==> config.mk <==
export PLATFORM = sky130hd
export DESIGN_NAME = buck_pwm_ctrl
export DESIGN_NICKNAME = d
export VERILOG_FILES = /design/src/rtl/buck_pwm_ctrl.sv
export SDC_FILE = /design/constraint.sdc
export NUM_CORES = 1
export LEC_CHECK = 0
export ABC_AREA = 1
export CAP_MARGIN = 15
export CORE_ASPECT_RATIO = 1.25
export CORE_MARGIN = 1.5
export CORE_UTILIZATION = 45
export DETAILED_ROUTE_END_ITERATION = 10
export PLACE_DENSITY_LB_ADDON = 0.1
export SLEW_MARGIN = 30
export SYNTH_ARGS = -nofsm -noshare
export SYNTH_HDL_FRONTEND = slang
export SYNTH_SLANG_ARGS = --single-unit
==> constraint.sdc <==
create_clock -name clk -period 4.1 [get_ports clk]
set_input_delay 0.82 -clock clk [delete_from_list [all_inputs] [get_ports clk]]
set_output_delay 0.82 -clock clk [all_outputs]
set_load 0.005 [all_outputs]
==> src/rtl/buck_pwm_ctrl.sv <==
`default_nettype none
// ============================================================================
// Module      : buck_pwm_ctrl
// Description : Closed-loop buck PWM controller with integral duty update,
//               dead-time insertion and low-side diode emulation.
// Revision    : 1.0  initial release
// ============================================================================
module buck_pwm_ctrl #(
    parameter int WIDTH         = 18,
    parameter int PERIOD_CYCLES = 200,
    parameter int DEAD_CYCLES   = 4,
    parameter int DUTY_INIT     = 100,
    parameter int DUTY_MIN      = 0,
    parameter int DUTY_MAX      = 180,
    parameter int V_REF         = 2500,
    parameter int KI_SHIFT      = 6,
    parameter int STEP_MAX      = 8,
    parameter int I_THRESH      = 10
) (
    input  logic                                   clk,
    input  logic                                   rst_n,
    input  logic                                   en,
    input  logic signed [WIDTH-1:0]                v_out,
    input  logic signed [WIDTH-1:0]                i_ind,
    output logic                                   hs,
    output logic                                   ls,
    output logic [$clog2(PERIOD_CYCLES+1)-1:0]     duty,
    output logic                                   period_start
);

    localparam int c_dw  = $clog2(PERIOD_CYCLES + 1);
    localparam int c_sw  = c_dw + 2;
    localparam int c_dcw = $clog2(DEAD_CYCLES + 1);

    localparam logic [1:0] c_s_off   = 2'd0;
    localparam logic [1:0] c_s_dead  = 2'd1;
    localparam logic [1:0] c_s_hs_on = 2'd2;
    localparam logic [1:0] c_s_ls_on = 2'd3;

    localparam logic [c_dw-1:0]         c_cnt_last   = c_dw'(PERIOD_CYCLES - 1);
    localparam logic [c_dw-1:0]         c_duty_init  = c_dw'(DUTY_INIT);
    localparam logic [c_dw-1:0]         c_duty_min   = c_dw'(DUTY_MIN);
    localparam logic [c_dw-1:0]         c_duty_max   = c_dw'(DUTY_MAX);
    localparam logic signed [c_sw-1:0]  c_sum_min    = c_sw'(DUTY_MIN);
    localparam logic signed [c_sw-1:0]  c_sum_max    = c_sw'(DUTY_MAX);
    localparam logic signed [WIDTH:0]   c_v_ref      = (WIDTH+1)'(V_REF);
    localparam logic signed [WIDTH:0]   c_step_pos   = (WIDTH+1)'(STEP_MAX);
    localparam logic signed [WIDTH:0]   c_step_neg   = (WIDTH+1)'(-STEP_MAX);
    localparam logic signed [c_sw-1:0]  c_step_pos_s = c_sw'(STEP_MAX);
    localparam logic signed [c_sw-1:0]  c_step_neg_s = c_sw'(-STEP_MAX);
    localparam logic signed [WIDTH-1:0] c_i_thresh   = WIDTH'(I_THRESH);
    localparam logic [c_dcw-1:0]        c_dead_init  = c_dcw'(DEAD_CYCLES - 1);

    logic [c_dw-1:0]         r_cnt;
    logic [c_dw-1:0]         r_duty;
    logic [1:0]              r_state;
    logic [c_dcw-1:0]        r_dead_cnt;
    logic                    r_period_start;

    logic signed [WIDTH:0]   w_err;
    logic signed [WIDTH:0]   w_shift;
    logic signed [c_sw-1:0]  w_step;
    logic signed [c_sw-1:0]  w_sum;
    logic [c_dw-1:0]         w_duty_nxt;
    logic                    w_hs_req;
    logic                    w_ls_ok;
    logic [1:0]              w_state_nxt;
    logic [c_dcw-1:0]        w_dead_nxt;

    // One extra bit keeps the error exact for any pair of WIDTH-bit operands
    assign w_err   = c_v_ref - $signed({v_out[WIDTH-1], v_out});
    assign w_shift = w_err >>> KI_SHIFT;
    assign w_sum   = $signed({2'b00, r_duty}) + w_step;

    always_comb begin
        w_step     = '0;
        w_duty_nxt = r_duty;
        if (w_shift > c_step_pos) begin
            w_step = c_step_pos_s;
        end else if (w_shift < c_step_neg) begin
            w_step = c_step_neg_s;
        end else begin
            w_step = w_shift[c_sw-1:0];
        end
        if (w_sum < c_sum_min) begin
            w_duty_nxt = c_duty_min;
        end else if (w_sum > c_sum_max) begin
            w_duty_nxt = c_duty_max;
        end else begin
            w_duty_nxt = w_sum[c_dw-1:0];
        end
    end

    assign w_hs_req = (r_cnt < r_duty);
    assign w_ls_ok  = (i_ind > c_i_thresh);

    // Duty register doubles as the shadow: it only loads at the period end
    always_ff @(posedge clk) begin
        if (!rst_n) begin
            r_cnt          <= '0;
            r_duty         <= c_duty_init;
            r_period_start <= 1'b0;
        end else if (!en) begin
            r_cnt          <= '0;
            r_period_start <= 1'b0;
        end else begin
            r_period_start <= (r_cnt == '0);
            if (r_cnt == c_cnt_last) begin
                r_cnt  <= '0;
                r_duty <= w_duty_nxt;
            end else begin
                r_cnt <= r_cnt + c_dw'(1);
            end
        end
    end

    always_ff @(posedge clk) begin
        if (!rst_n) begin
            r_state    <= c_s_off;
            r_dead_cnt <= '0;
        end else begin
            r_state    <= w_state_nxt;
            r_dead_cnt <= w_dead_nxt;
        end
    end

    always_comb begin
        w_state_nxt = r_state;
        w_dead_nxt  = r_dead_cnt;
        if (!en) begin
            w_state_nxt = c_s_off;
            w_dead_nxt  = '0;
        end else begin
            case (r_state)
                c_s_off: begin
                    if (w_hs_req || w_ls_ok) begin
                        w_state_nxt = c_s_dead;
                        w_dead_nxt  = c_dead_init;
                    end
                end
                c_s_hs_on: begin
                    if (!w_hs_req) begin
                        w_state_nxt = c_s_dead;
                        w_dead_nxt  = c_dead_init;
                    end
                end
                c_s_ls_on: begin
                    if (w_hs_req || !w_ls_ok) begin
                        w_state_nxt = c_s_dead;
                        w_dead_nxt  = c_dead_init;
                    end
                end
                c_s_dead: begin
                    if (r_dead_cnt != '0) begin
                        w_dead_nxt = r_dead_cnt - c_dcw'(1);
                    end else if (w_hs_req) begin
                        w_state_nxt = c_s_hs_on;
                    end else if (w_ls_ok) begin
                        w_state_nxt = c_s_ls_on;
                    end else begin
                        w_state_nxt = c_s_off;
                    end
                end
                default: begin
                    w_state_nxt = c_s_off;
                    w_dead_nxt  = '0;
                end
            endcase
        end
    end

    assign hs           = (r_state == c_s_hs_on);
    assign ls           = (r_state == c_s_ls_on);
    assign duty         = r_duty;
    assign period_start = r_period_start;

endmodule
`default_nettype wire

==> metrics.csv <==
stage,metric,value,unit
detailed_routing,DRT iter0 DRCs,78,
timing,f_max,258,MHz
detailed_routing,highest routed layer,met4,
finish,Fillers,428,
timing,Final Max Tran Viols,0,
critical_path,WS Path Type,in2reg,
synthesis,syn nets,421,
timing,Worst-Margin Slew,0.676,ns
finish,area delta synth->final,47.9,%
synthesis,Synth Area in Adders,0.117,
finish,final net count,514,
die,initial core utilization,0.465,
place,Post-Place Cell Area,3030,sq um
timing,final hold violation count,0,
critical_path,Max stage delay on crit path,0.44,ns
critical_path,Worst Path Max Fanout,5,
timing,endpoints failing setup,0,
place,placed cells,506,
synthesis,Seq cells post-synth,22,
synthesis,Syn Inst Count,362,
detailed_routing,final antenna-violating net count,0,
detailed_routing,wire per inst,11.2,um
flow_run,max-capacitance violation count,0,
global_route,aggregate global-route resource usage,0.217,
timing,Final Skew,0.00143,ns
synthesis,Synth area leader,dfxtp_1,
clocking,clock root buffer,clkbuf_8,
power_and_ir_drop,power per cell area,176,nW/um^2
synthesis,mux cell area share after synthesis,0,
critical_path,slowest CP cell,clkdlybuf4s50_1,
global_route,GRT overflow,0,
synthesis,Post-synth top cells,"nand2_1, inv_1, nor2_1",
finish,share of layout cells above drive strength 1,0.200,
clocking,Clock transition at path regs,0.08,ns
place,I/O Buffers,49,
synthesis,Synth Area per Inst,6.08,sq um
detailed_routing,Via density,4.85,
die,IO Count,50,
clocking,Worst-Skew Late Latency,0.26,ns
worst_hold_path,worst hold path class,reg2reg,
clocking,Clock Sinks,22,
finish,Layout Cells excl Fill,514,
die,Die W,65.6,um
synthesis,synth unique cells,32,
detailed_routing,met2 WL,3260,um
clocking,CTS Hold Bufs,0,
clocking,Inserted Clock Buffers,3,
finish,final instance area,3260,sq um
synthesis,synth top area cells,"dfxtp_1, nand2_1, inv_1",
synthesis,sequential area share after synthesis,0.200,
global_route,first-pass GRT wire length,9220,um
clocking,CTS tree,yes,
synthesis,share of Yosys cell area claimed by the top area cell type,0.200,
power_and_ir_drop,Leakage,1.67,nW
die,die area,5320,sq um
synthesis,Synth warnings,0,
place,hpwl dp,4770,um
timing,fin crit period,3.87,ns
detailed_routing,routed length on met1,2350,um
synthesis,XOR/XNOR share of the synthesized area,0.0398,
critical_path,"Req. time, crit path",4.23,ns
detailed_routing,Routed WL,5740,um
synthesis,most frequent cell after synthesis,nand2_1,
power_and_ir_drop,overall power,0.000573,W
global_route,number of global-route vias before repair,2317,
synthesis,"EDFF count, synth",0,
timing,final worst-path cycle share,0.944,
place,GPL Wtd Cong,0.825,
global_route,largest net degree at the start of global routing,13,
status,status,"finished, final reports clean",
detailed_routing,metal3 WL,77,um
critical_path,Worst Setup End Kind,flop,
die,num rows,28,
synthesis,Mapped Area,2200,sq um
clocking,clock buffer depth,2,
timing,Slew HR,0.548,
detailed_routing,via count,2491,
detailed_routing,first drt pass iteration count,4,
synthesis,most common flop cell mapped by yosys,dfxtp_1,
detailed_routing,number of remaining DRC errors,0,
synthesis,post-synthesis async set-or-reset flop share,0,
synthesis,post-synthesis simple-gate area fraction,0.404,
timing,Post-Route Setup TNS,0,ns
power_and_ir_drop,Max VDD drop,0.105,mV
critical_path,crit start category,primary input,
die,Core ar.,4730,sq um
die,die height,81.2,um
finish,# diodes,0,
finish,area of the multi-input gates,1600,sq um
finish,Reg area,440,sq um
synthesis,largest family of logic cells by synthesized area,simple AND/OR/NAND/NOR gates,
clocking,H-tree depth reported by CTS,1,
critical_path,WP data arrival,4.00,ns
global_route,number of antenna violations at the first check in global routing,0,
synthesis,post-synthesis compound-gate area fraction,0.115,
## worst max-delay path, delay by kind of cell
family	cells	cell delay, ns
XOR/XNOR	1	0.20
AO/OA/AOI/OAI	2	0.14
adder cells (fa/ha/maj)	1	0.32
buffers and inverters	6	0.99
AND/OR/NAND/NOR	19	1.51
## report_power, final
group / switching [W] / internal (W) / total [W]
registers: 0.00000273 / 0.000218 / 0.000220
logic: 0.0000952 / 0.000101 / 0.000196
clock network: 0.0000704 / 0.0000856 / 0.000156
total: 0.000168 / 0.000404 / 0.000573
## worst paths after layout
| check | from | to | slack (ns) | cells past startpoint |
|---|---|---|---|---|
| setup / recovery | v_out[10] | duty[5] | 0.23 | 29 |
| hold / removal | r_cnt[0] | r_cnt[0] | 0.45 | 1 |
| setup reg to reg | duty[1] | r_dead_cnt[2] | 1.96 | 12 |
| hold reg to reg | r_cnt[0] | r_cnt[0] | 0.45 | 1 |
## cell families (layout without fill, tap and decap cells)
logic type                 count (synthesis)  count (layout)
and+or+nand+nor                          193             193
buffers and inverters                     73             165
adders and majority gates                 20              20
xor gates and xnor gates                  10              10
DFF                                       22              22
AOI/OAI and AO/OA                         44              44
## state kept, by name, indices dropped and copies added (netlist names)
register,flops
duty,8
r_cnt,8
r_dead_cnt,3
r_state,2
period_start,1
## what timing repair did
item	4_1_cts	5_1_grt
gates resized for setup	0	43
buffers inserted	0	4
endpoints found under the setup margin	0	8
## routing by layer
layer  track usage  vias to the layer above
met2         0.448                       34
met3       0.00970                        4
met4        0.0625                        0
met1         0.231                     1114
li1              -                     1339
met5             0                        -
## metrics by stage
step	util	hold slack [ns]	setup slack, ns
global route	0.688	0.471	-0.0516
global placement	0.641	0.433	-0.189
CTS	0.653	0.459	0.0390
finish	0.688	0.453	0.231
detailed placement	0.641	0.440	-0.219
floorplan	-	0.417	0.473
## cell usage in the layout (no fill, tap or decap), types with 3 or more instances in the layout
cell and count:
inv_2 3, xor2_1 6, buf_4 40, clkdlybuf4s50_1 39, nor2_2 8, nor2_1 46
a21oi_1 23, ha_1 18, nor2_4 3, nand2_2 11, nand2_1 70, nand4_1 11
dlymetal6s2s_1 10, nor3_1 3, inv_1 69, nand3b_1 3, nor4_1 4, o211ai_1 3
clkbuf_8 4, o21ai_0 6, nand3_2 4, nand3_1 20, dfxtp_1 22
## cell type report
class	instances	share of cell area
multi-input combinational	267	0.491
clock buffer	4	0.0169
tap	60	0.0231
timing repair buffer	89	0.251
sequential	22	0.135
inverter	72	0.0830
Note: power is estimated with default switching activity, not from simulation.
